$ cat config.mk
export PLATFORM = sky130hd
export DESIGN_NAME = dc_req_queue
export DESIGN_NICKNAME = d
export VERILOG_FILES = /design/src/rtl/dc_req_queue.sv
export SDC_FILE = /design/constraint.sdc
export NUM_CORES = 1
export LEC_CHECK = 0
export CAP_MARGIN = 30
export CORE_UTILIZATION = 34
export CTS_CLUSTER_DIAMETER = 150
export DETAILED_ROUTE_END_ITERATION = 10
export PLACE_DENSITY_LB_ADDON = 0.3
export SYNTH_ARGS = -nofsm -noshare
export SYNTH_HDL_FRONTEND = slang
export SYNTH_SLANG_ARGS = --single-unit
$ cat constraint.sdc
create_clock -name clk -period 5.9 [get_ports clk]
set_input_delay 1.18 -clock clk [delete_from_list [all_inputs] [get_ports clk]]
set_output_delay 1.18 -clock clk [all_outputs]
set_load 0.03 [all_outputs]
$ cat src/rtl/dc_req_queue.sv
// D-cache request queue: FIFO of load/store requests with store-to-load
// forwarding from the youngest queued store at a matching address.
module dc_req_queue #(
    parameter int DEPTH      = 4,
    parameter int ADDR_WIDTH = 32,
    parameter int DATA_WIDTH = 32
) (
    input  logic                    clk,
    input  logic                    rst,
    input  logic                    flush,
    input  logic                    in_valid,
    output logic                    in_ready,
    input  logic                    in_write,
    input  logic [ADDR_WIDTH-1:0]   in_addr,
    input  logic [DATA_WIDTH-1:0]   in_data,
    output logic                    out_valid,
    input  logic                    out_ready,
    output logic                    out_write,
    output logic [ADDR_WIDTH-1:0]   out_addr,
    output logic [DATA_WIDTH-1:0]   out_data,
    output logic                    fwd_valid,
    output logic [DATA_WIDTH-1:0]   fwd_data,
    output logic [$clog2(DEPTH):0]  count
);

    localparam int PW = $clog2(DEPTH);
    localparam int CW = PW + 1;

    logic                  r_write [DEPTH];
    logic [ADDR_WIDTH-1:0] r_addr  [DEPTH];
    logic [DATA_WIDTH-1:0] r_data  [DEPTH];

    logic [PW-1:0]         r_head;
    logic [PW-1:0]         r_tail;
    logic [CW-1:0]         r_count;
    logic                  r_fwdValid;
    logic [DATA_WIDTH-1:0] r_fwdData;

    logic                  w_accept;
    logic                  w_enq;
    logic                  w_deq;
    logic                  w_fwd;
    logic                  w_match;
    logic [DATA_WIDTH-1:0] w_matchData;
    logic [PW-1:0]         w_idx;

    assign in_ready  = (r_count < CW'(DEPTH)) && !flush;
    assign out_valid = (r_count != '0);
    assign out_write = r_write[r_head];
    assign out_addr  = r_addr[r_head];
    assign out_data  = r_data[r_head];
    assign fwd_valid = r_fwdValid;
    assign fwd_data  = r_fwdData;
    assign count     = r_count;

    assign w_accept = in_valid && in_ready;
    assign w_fwd    = w_accept && !in_write && w_match;
    assign w_enq    = w_accept && !w_fwd;
    assign w_deq    = out_valid && out_ready;

    // Scan oldest to youngest so the last hit is the store nearest the tail.
    always_comb begin
        w_match     = 1'b0;
        w_matchData = '0;
        w_idx       = '0;
        for (int i = 0; i < DEPTH; i++) begin
            w_idx = r_head + PW'(i);
            if ((CW'(i) < r_count) && r_write[w_idx] && (r_addr[w_idx] == in_addr)) begin
                w_match     = 1'b1;
                w_matchData = r_data[w_idx];
            end
        end
    end

    always_ff @(posedge clk) begin
        if (w_enq) begin
            r_write[r_tail] <= in_write;
            r_addr[r_tail]  <= in_addr;
            r_data[r_tail]  <= in_data;
        end
    end

    always_ff @(posedge clk or posedge rst) begin
        if (rst) begin
            r_head     <= '0;
            r_tail     <= '0;
            r_count    <= '0;
            r_fwdValid <= 1'b0;
            r_fwdData  <= '0;
        end else if (flush) begin
            r_head     <= '0;
            r_tail     <= '0;
            r_count    <= '0;
            r_fwdValid <= 1'b0;
        end else begin
            r_fwdValid <= w_fwd;
            if (w_fwd)
                r_fwdData <= w_matchData;
            if (w_enq)
                r_tail <= r_tail + 1'b1;
            if (w_deq)
                r_head <= r_head + 1'b1;
            case ({w_enq, w_deq})
                2'b10:   r_count <= r_count + 1'b1;
                2'b01:   r_count <= r_count - 1'b1;
                default: r_count <= r_count;
            endcase
        end
    end

endmodule

Word-level counts from Yosys, hierarchy flattened:

Memories as Yosys holds them, arrays and structs flattened.
Cells that the tools add are included.

* register bits: 40
* memory bits (writable): 260
* output and inout port bits: 103
* word-level logic and storage cells: 65
* memories kept: 3

* $add $sub $neg: 6
* order comparisons: 5
* equal/unequal tests: 6
* muxes and demuxes: 17
* bitwise gates (word level): 1
* reduce and logical (&&, ||, !) cells: 22

Memory list
* r_addr: depth 4, bits a word 32, read ports 4, clocked after memory_dff 0, write ports 1, line 30 `logic [ADDR_WIDTH-1:0] r_addr [DEPTH];`
* r_data: depth 4, bits a word 32, read ports 4, clocked after memory_dff 0, write ports 1, line 31 `logic [DATA_WIDTH-1:0] r_data [DEPTH];`
* r_write: depth 4, bits a word 1, read ports 4, clocked after memory_dff 0, write ports 1, line 29 `logic r_write [DEPTH];`

Operator list (count)
* == test 32 bit: 4
* 2-to-1 mux 32 bit: 4
* logical AND 1 bit: 14
* 2-to-1 mux 2 bit: 4
* 2-to-1 mux 1 bit: 7
* < comparator 1 x 3 -> 1 bit (first input constant): 2
* < comparator 2 x 3 -> 1 bit (first input constant): 2
* case mux 3 bit (2 select lines): 1
* nonzero test 3 bit: 2
* adder 2 x 1 -> 2 bit (second input constant): 2
* adder 2 bit (second input constant): 2
* nonzero test 2 bit: 2
* adder 3 x 1 -> 3 bit (second input constant): 1
* logical NOT 1 bit: 3
* < comparator 3 bit (second input constant): 1
* 2-to-1 mux 3 bit: 1
* subtractor 3 x 1 -> 3 bit (second input constant): 1
* == test 2 x 1 -> 1 bit (second input constant): 1
* == test 2 bit (second input constant): 1
* AND reduction 2 bit: 1
* inverter 1 bit: 1

Depth between registers and ports, before layout:

Gate-level depths: netlist of the first run.

* depth after elaboration: 13
* mapped depth: 16
* depth with buffers taken out: 9

Worst setup path after synthesis of the first run:

Ideal clock, no wire load.

* path type: input to register
* start: input in_addr[20]
* end: memory r_addr[0][0], enable pin
* setup time: 0.551 ns
* data arrival time: 4.020 ns
* required time: 5.349 ns
* setup slack: 1.329 ns
* cell stages on the path: 8
* path buffers: 1
* cell sequence: buf_1 xnor2_1 o31a_1 or4_1 nor4_4 nor2_1 a31o_2 and3_1

* cells in the longest elaborated chain, start to end: 11
* elaborated cells between the ends (all ways): 17
* classes of those cells: eq/ne: 4; mux: 6; reduce/logical: 7

RTL lines
* from (decl): line 14 `input logic [ADDR_WIDTH-1:0] in_addr,`
* == test 32 bit: line 68 `if ((CW'(i) < r_count) && r_write[w_idx] && (r_addr[w_idx] == in_addr)) begin`
* logical AND 1 bit: line 68
* 2-to-1 mux 1 bit (3 in a row): line 68
* 2-to-1 mux 1 bit (*): line 68
* logical AND 1 bit (*): line 57 `assign w_fwd = w_accept && !in_write && w_match;`
* logical NOT 1 bit (*): line 58 `assign w_enq = w_accept && !w_fwd;`
* logical AND 1 bit (*): line 58
* 2-to-1 mux 1 bit (*): line 76 `if (w_enq) begin`
* 2-to-1 mux 1 bit (not written as such) (*): line 78 `r_addr[r_tail] <= in_addr;`
* to (decl): line 30

Mark *: on every way between the ends. The rest lies on a longest branch, timed or not.

Worst setup path after layout of the first run:

* start: register r_head[1]
* end: output out_data[5]

* cells in the longest elaborated chain, start to end: 1

RTL lines
* from (decl): line 33 `logic [PW-1:0] r_head;`
* from (signal assigned): line 102 `r_head <= r_head + 1'b1;`
* memory read (4 x 32 bit)
* to (decl): line 20 `output logic [DATA_WIDTH-1:0] out_data,`

No other way between the ends.

==> results of run 1 <==
[cell families after synthesis]
group | after synthesis | synth area share
and+or+nand+nor | 199 | 0.0596
xor gates and xnor gates | 124 | 0.0610
AOI/OAI and AO/OA | 91 | 0.0414
DFF | 300 | 0.495
buffers and inverters | 110 | 0.0326
adders and majority gates | 8 | 0.00562
muxes | 295 | 0.305
[sequential cells by signal, indices dropped and copies added, names as in the netlist]
signal and cells:
fwd_data 32, r_write 4, count 3, r_addr 128
r_head 2, r_tail 2, r_data 128, fwd_valid 1
[worst reg2reg max path, stage by stage (launching register included)]
cell	delay, ns
dfrtp_4	0.92
buf_4	0.48
buf_4	0.22
mux4_2	0.56
xor2_1	0.18
nor4_1	0.23
nand4_1	0.24
or4b_2	0.75
a31o_2	0.29
and3_4	0.37
buf_12	0.31
[power groups by stage]
stage               clock [W]  sequential, W  combinational, W
floorplan                   0        0.00254           0.00236
global placement            0        0.00263           0.00322
CTS                   0.00226        0.00259           0.00324
global route          0.00234        0.00262           0.00339
finish                0.00222        0.00259           0.00320
detailed placement          0        0.00264           0.00322
[layout by cell type (no fill, tap or decap), drive strengths merged, types with 5 or more instances in the layout]
master and instances:
mux2i 61, nand2 17, xnor2 77, nor2 50
dfrtp 40, clkbuf 42, and3 5, clkdlybuf4s50 172
o211ai 6, a211oi 5, nor4 17, ha 8
a21oi 9, xor2 47, a311oi 32, nand3 69
mux4 193, o21ai 8, edfxtp 260, buf 38
o22ai 5, mux2 41, inv 17, clkinv 16
nand2b 6, nand4 16
[worst min-delay path by stage]
stage	cells after the start	start	to
final	1	fwd_data[3]	fwd_data[3]
after global routing	1	fwd_data[26]	fwd_data[26]
after CTS	1	fwd_data[26]	fwd_data[26]
after detailed placement	1	fwd_data[3]	fwd_data[3]
after global placement	1	fwd_data[3]	fwd_data[3]
after floorplan	2	r_tail[1]	r_tail[1]
[cell type report]
class / instances / area, sq um
clock inverter: 24 / 218
sequential: 300 / 8820
fill: 4690 / 30100
multi-input combinational: 717 / 8450
tap: 680 / 851
antenna: 2 / 5.00
inverter: 16 / 60.1
timing repair buffer: 210 / 2090
clock buffer: 42 / 965
[per-layer routing]
layer	vias up	GRT usage	part of all wire
met5	-	0	0.0010
met4	6	0.0522	0.022
met3	70	0.0375	0.066
met2	379	0.295	0.49
met1	5966	0.244	0.42
li1	4962	-	-
[per-stage QoR]
| step | hold WS [ns] | total power, W | worst slack (ns) | utilization | instances |
|---|---|---|---|---|---|
| after global placement | 0.469 | 0.00584 | 1.05 | 0.393 | 1923 |
| after floorplan | 0.542 | 0.00490 | 1.33 | - | 1127 |
| final | 0.486 | 0.00801 | 1.01 | 0.417 | 1991 |
| after global routing | 0.504 | 0.00835 | 0.801 | 0.416 | 1990 |
| after detailed placement | 0.476 | 0.00585 | 0.987 | 0.393 | 1923 |
| after CTS | 0.488 | 0.00809 | 0.935 | 0.416 | 1989 |
==> impl_metrics.tcl, run 1 <==
set metrics [dict create \
    worstPathRequired_ns 4.72 \
    wl_per_cell_um 24.3 \
    syn_inst 1127 \
    p_sw_w 0.00272 \
    synth_seq_cells 300 \
    critPathLaunchType "flip-flop" \
    drt_iter0_markers 810 \
    synth_async_sr_flop_share 0.133 \
    grt_remaining_overflow 0 \
    start_util 0.345 \
    p_per_area_nw_per_um2 373 \
    routed_wl_um 48500 \
    cts.path.max_buffers 3 \
    switching_share 0.340 \
    cts_root_buf "clkbuf_16" \
    crit_chain "buf_4 > buf_4 > mux4_2 > clkdlybuf4s50_1" \
    ir_worst_vdd_mv 0.369 \
    synthTopCellsByCount "260 x edfxtp_1, 193 x mux4_2, 77 x xnor2_1" \
    ys_warn_count 0 \
    clkLatencyLatePin_ns 0.54 \
    fin_skew_ns 0.0230 \
    fin_crit_sh 0.829 \
    post_cts.repair.setup_buffers 0 \
    die_h_um 231 \
    vias 11400 \
    groute.usage.overall 0.181 \
    relSlewSlack 0.410 \
    p_int_w 0.00529 \
    final_nets 1360 \
    crit_type "flip-flop to output port" \
    holdBufCountCts 0 \
    netlist.area_leader.share 0.439 \
    drive_above_1_share 0.261 \
    drc_errors 0 \
    slowest_delay_ns 0.91 \
    grt_pass1_vias 11300 \
    place.gp.congestion 0.943 \
    r2r_cells 10 \
    combPwrFrac 0.399 \
    rows 83 \
    clk_pin_slew_ns 0.06 \
    timing.rr.end "r_addr[0][0]" \
    worst-slew-pin-transition_ns 0.886 \
    yosysTopAreaCell "edfxtp_1" \
    outcome "complete, no violations" \
    area_growth_pct 20.6 \
    synth_edf_count 260 \
    fmax_mhz 205 \
    final_hold_viol_count 0 \
    crit_end "out_data[5]" \
    post-route-min-period_ns 4.89 \
    io_buffer_count 172 \
    path_delay_family "buffers and inverters" \
    synth_cell_type_count 63 \
    avgSynthCellArea_sq_um 15.8 \
    coreArea_sq_um 51500 \
    syn_nets 1205 \
    synth_area_leaders "edfxtp_1 44%, mux4_2 24%, dfrtp_1 5.6%" \
    drtAntennaViolNets 0 \
    endpoint_kind "output port" \
    design_area_sq_um 21500 \
    leakagePower_nw 6.63 \
    setup-violations-final 0 \
    critPathArrivalTime_ns 3.71 \
    rr_startpoint "r_head[0]" \
    routed_via_density 5.72 \
    die_x_um 231 \
    cts.sinks 300 \
    place_hpwl_um 32500 \
    critPathLaunch "r_head[1]" \
    critPathMaxFanout 69 \
    path_depth 4 \
    synth_ff_type "edfxtp_1" \
    synth_seq_area_share 0.495 \
    rrSetupSlack_ns 1.03 \
    syn_area_sq_um 17800 \
    path_buf_inv 3 \
    rsz0062_at_grt "false" \
    grt_max_degree 99 \
    cts_buffers 37 \
    clkPwrFrac 0.277 \
    path_common_cell "buf_4" \
    max_cap_violations 0 \
    dpl_cell_area_sq_um 20300 \
    pwr-share-seq 0.324 \
    tns_ns 0 \
    ioPinCount 173 \
    dieArea_sq_um 53300 \
    synth.most_common_cell "edfxtp_1" \
    hp-class "flip-flop to flip-flop" \
    drtPass1Iterations 7 \
    cts-htree-levels 2 \
    drv_slew 0 \
    antenna_found_initial 5 \
    cts_tree "built" \
    grt_pass1_wl_um 72600 \
    crit_slowest_cell "dfrtp_4" \
    cts_resized 0 \
]
Note: power is estimated with default switching activity, not from simulation.
==> inputs of run 2 (changes only) <==
clock period = 5 ns   (was 5.9 ns; I/O delays follow)
==> impl_metrics.tcl, run 2 (synthesis gave the netlist of run 1 again) <==
set metrics [dict create \
    final_common_cell "edfxtp_1" \
    post_cts.repair.setup_buffers 0 \
    path_delay_family "simple AND/OR/NAND/NOR gates" \
    clk_pin_slew_ns 0.06 \
    cts_buffers 34 \
    rsz0062_at_grt "false" \
    tns_ns 0 \
    dieArea_sq_um 53300 \
    coreArea_sq_um 51500 \
    grt_pass1_vias 11500 \
    vias 11500 \
    cts_root_buf "clkbuf_16" \
    fmax_mhz 208 \
    start_util 0.345 \
    grt_max_degree 106 \
    grt_pass1_wl_um 72900 \
    final_nets 1369 \
    crit_type "flip-flop to flip-flop" \
    worst-slew-pin-transition_ns 0.846 \
    path_common_cell "buf_12" \
    cts-htree-levels 2 \
    crit_slowest_cell "dfrtp_4" \
    p_total_w 0.00954 \
    leakagePower_nw 6.73 \
    drtPass1Iterations 5 \
    path_buf_inv 2 \
    rrSetupSlack_ns 0.19 \
    cts_resized 0 \
    drt_iter0_markers 882 \
    ir_worst_vdd_mv 0.260 \
    holdBufCountCts 0 \
    cts_tree "built" \
    critPathArrivalTime_ns 5.06 \
    multi_input_area_sq_um 8450 \
    max_cap_violations 0 \
    die_h_um 231 \
    wl_per_cell_um 24.6 \
    antenna_found_initial 3 \
    grt_remaining_overflow 0 \
    num-fill-cells 4671 \
    drc_errors 0 \
    slowest_delay_ns 0.91 \
    outcome "complete, no violations" \
    drv_slew 0 \
    groute.usage.overall 0.182 \
    ioPinCount 173 \
    drtAntennaViolNets 0 \
    drive_above_1_share 0.267 \
    routed_wl_um 49200 \
    seq_area_sq_um 8820 \
    routed_via_density 5.74 \
    die_x_um 231 \
    fin_crit_sh 0.961 \
    cts.sinks 300 \
    hp-class "flip-flop to flip-flop" \
    critPathMaxFanout 105 \
    post-route-min-period_ns 4.81 \
    critPathLaunchType "flip-flop" \
    worstPathRequired_ns 5.26 \
    setup-violations-final 0 \
    place_hpwl_um 33400 \
    cts.path.max_buffers 3 \
    relSlewSlack 0.429 \
    final_hold_viol_count 0 \
    layout_common_cells "260 x edfxtp_1, 193 x mux4_2, 172 x clkdlybuf4s50_1" \
    io_buffer_count 172 \
    rows 83 \
    clkLatencyLatePin_ns 0.53 \
    p_per_area_nw_per_um2 440 \
    fin_skew_ns 0.0243 \
    area_growth_pct 21.9 \
    endpoint_kind "flip-flop" \
    crit_chain "buf_12 > mux2_2 > o2bb2ai_1 > a222oi_1 > nand4_1 > or4b_2 > a31o_2 > and3_4 > buf_12" \
    place.gp.congestion 0.861 \
]
==> run 2: changes by cell type in the layout (fill, tap and decap cells not counted), sizes merged <==
cell,previous run,this run
bufinv,3,7
clkinv,16,15
inv,17,16
buf,38,50
clkbuf,42,36
clkinvlp,4,3
==> run 2: per-stage QoR <==
step            util  cells  cell area (sq um)  hold slack (ns)  setup slack (ns)
2_1_floorplan      -   1127              17800            0.542             0.542
3_3_place_gp   0.398   1935              20500            0.476             0.377
3_5_place_dp   0.398   1935              20500            0.483             0.329
4_1_cts        0.421   1996              21700            0.496             0.296
5_1_grt        0.421   1998              21700            0.519            0.0893
6_report       0.421   1998              21700            0.494             0.193
==> run 2: where the power goes <==
group	internal (W)	total [W]	switching, W
sequential	0.00286	0.00303	0.000174
clock	0.00164	0.00267	0.00102
combinational	0.00186	0.00384	0.00199
==> run 2: layer usage <==
metal	routed length [um]	up-vias	global-route usage
met5	11	-	0
met3	2690	61	0.0311
met4	1030	2	0.0488
met1	21300	6081	0.250
li1	-	4971	-
met2	24200	359	0.297
==> run 2: cell type report <==
class	instances	share of cell area
Tap cell	680	0.0392
Sequential cell	300	0.406
Antenna cell	2	0.000231
Clock buffer	36	0.0405
Inverter	16	0.00277
Multi-Input combinational cell	717	0.389
Timing Repair Buffer	222	0.107
Clock inverter	25	0.0144
==> run 2: final timing paths <==
kind	from	to	cells past startpoint
min in group asynchronous	rst	count[1]	3
worst max-delay path	r_head[1]	r_addr[0][9]	9
worst min-delay path	fwd_data[3]	fwd_data[3]	1
worst min register to register	fwd_data[3]	fwd_data[3]	1
worst max register to register	r_head[1]	r_addr[0][9]	9
max in group asynchronous	rst	r_head[1]	3
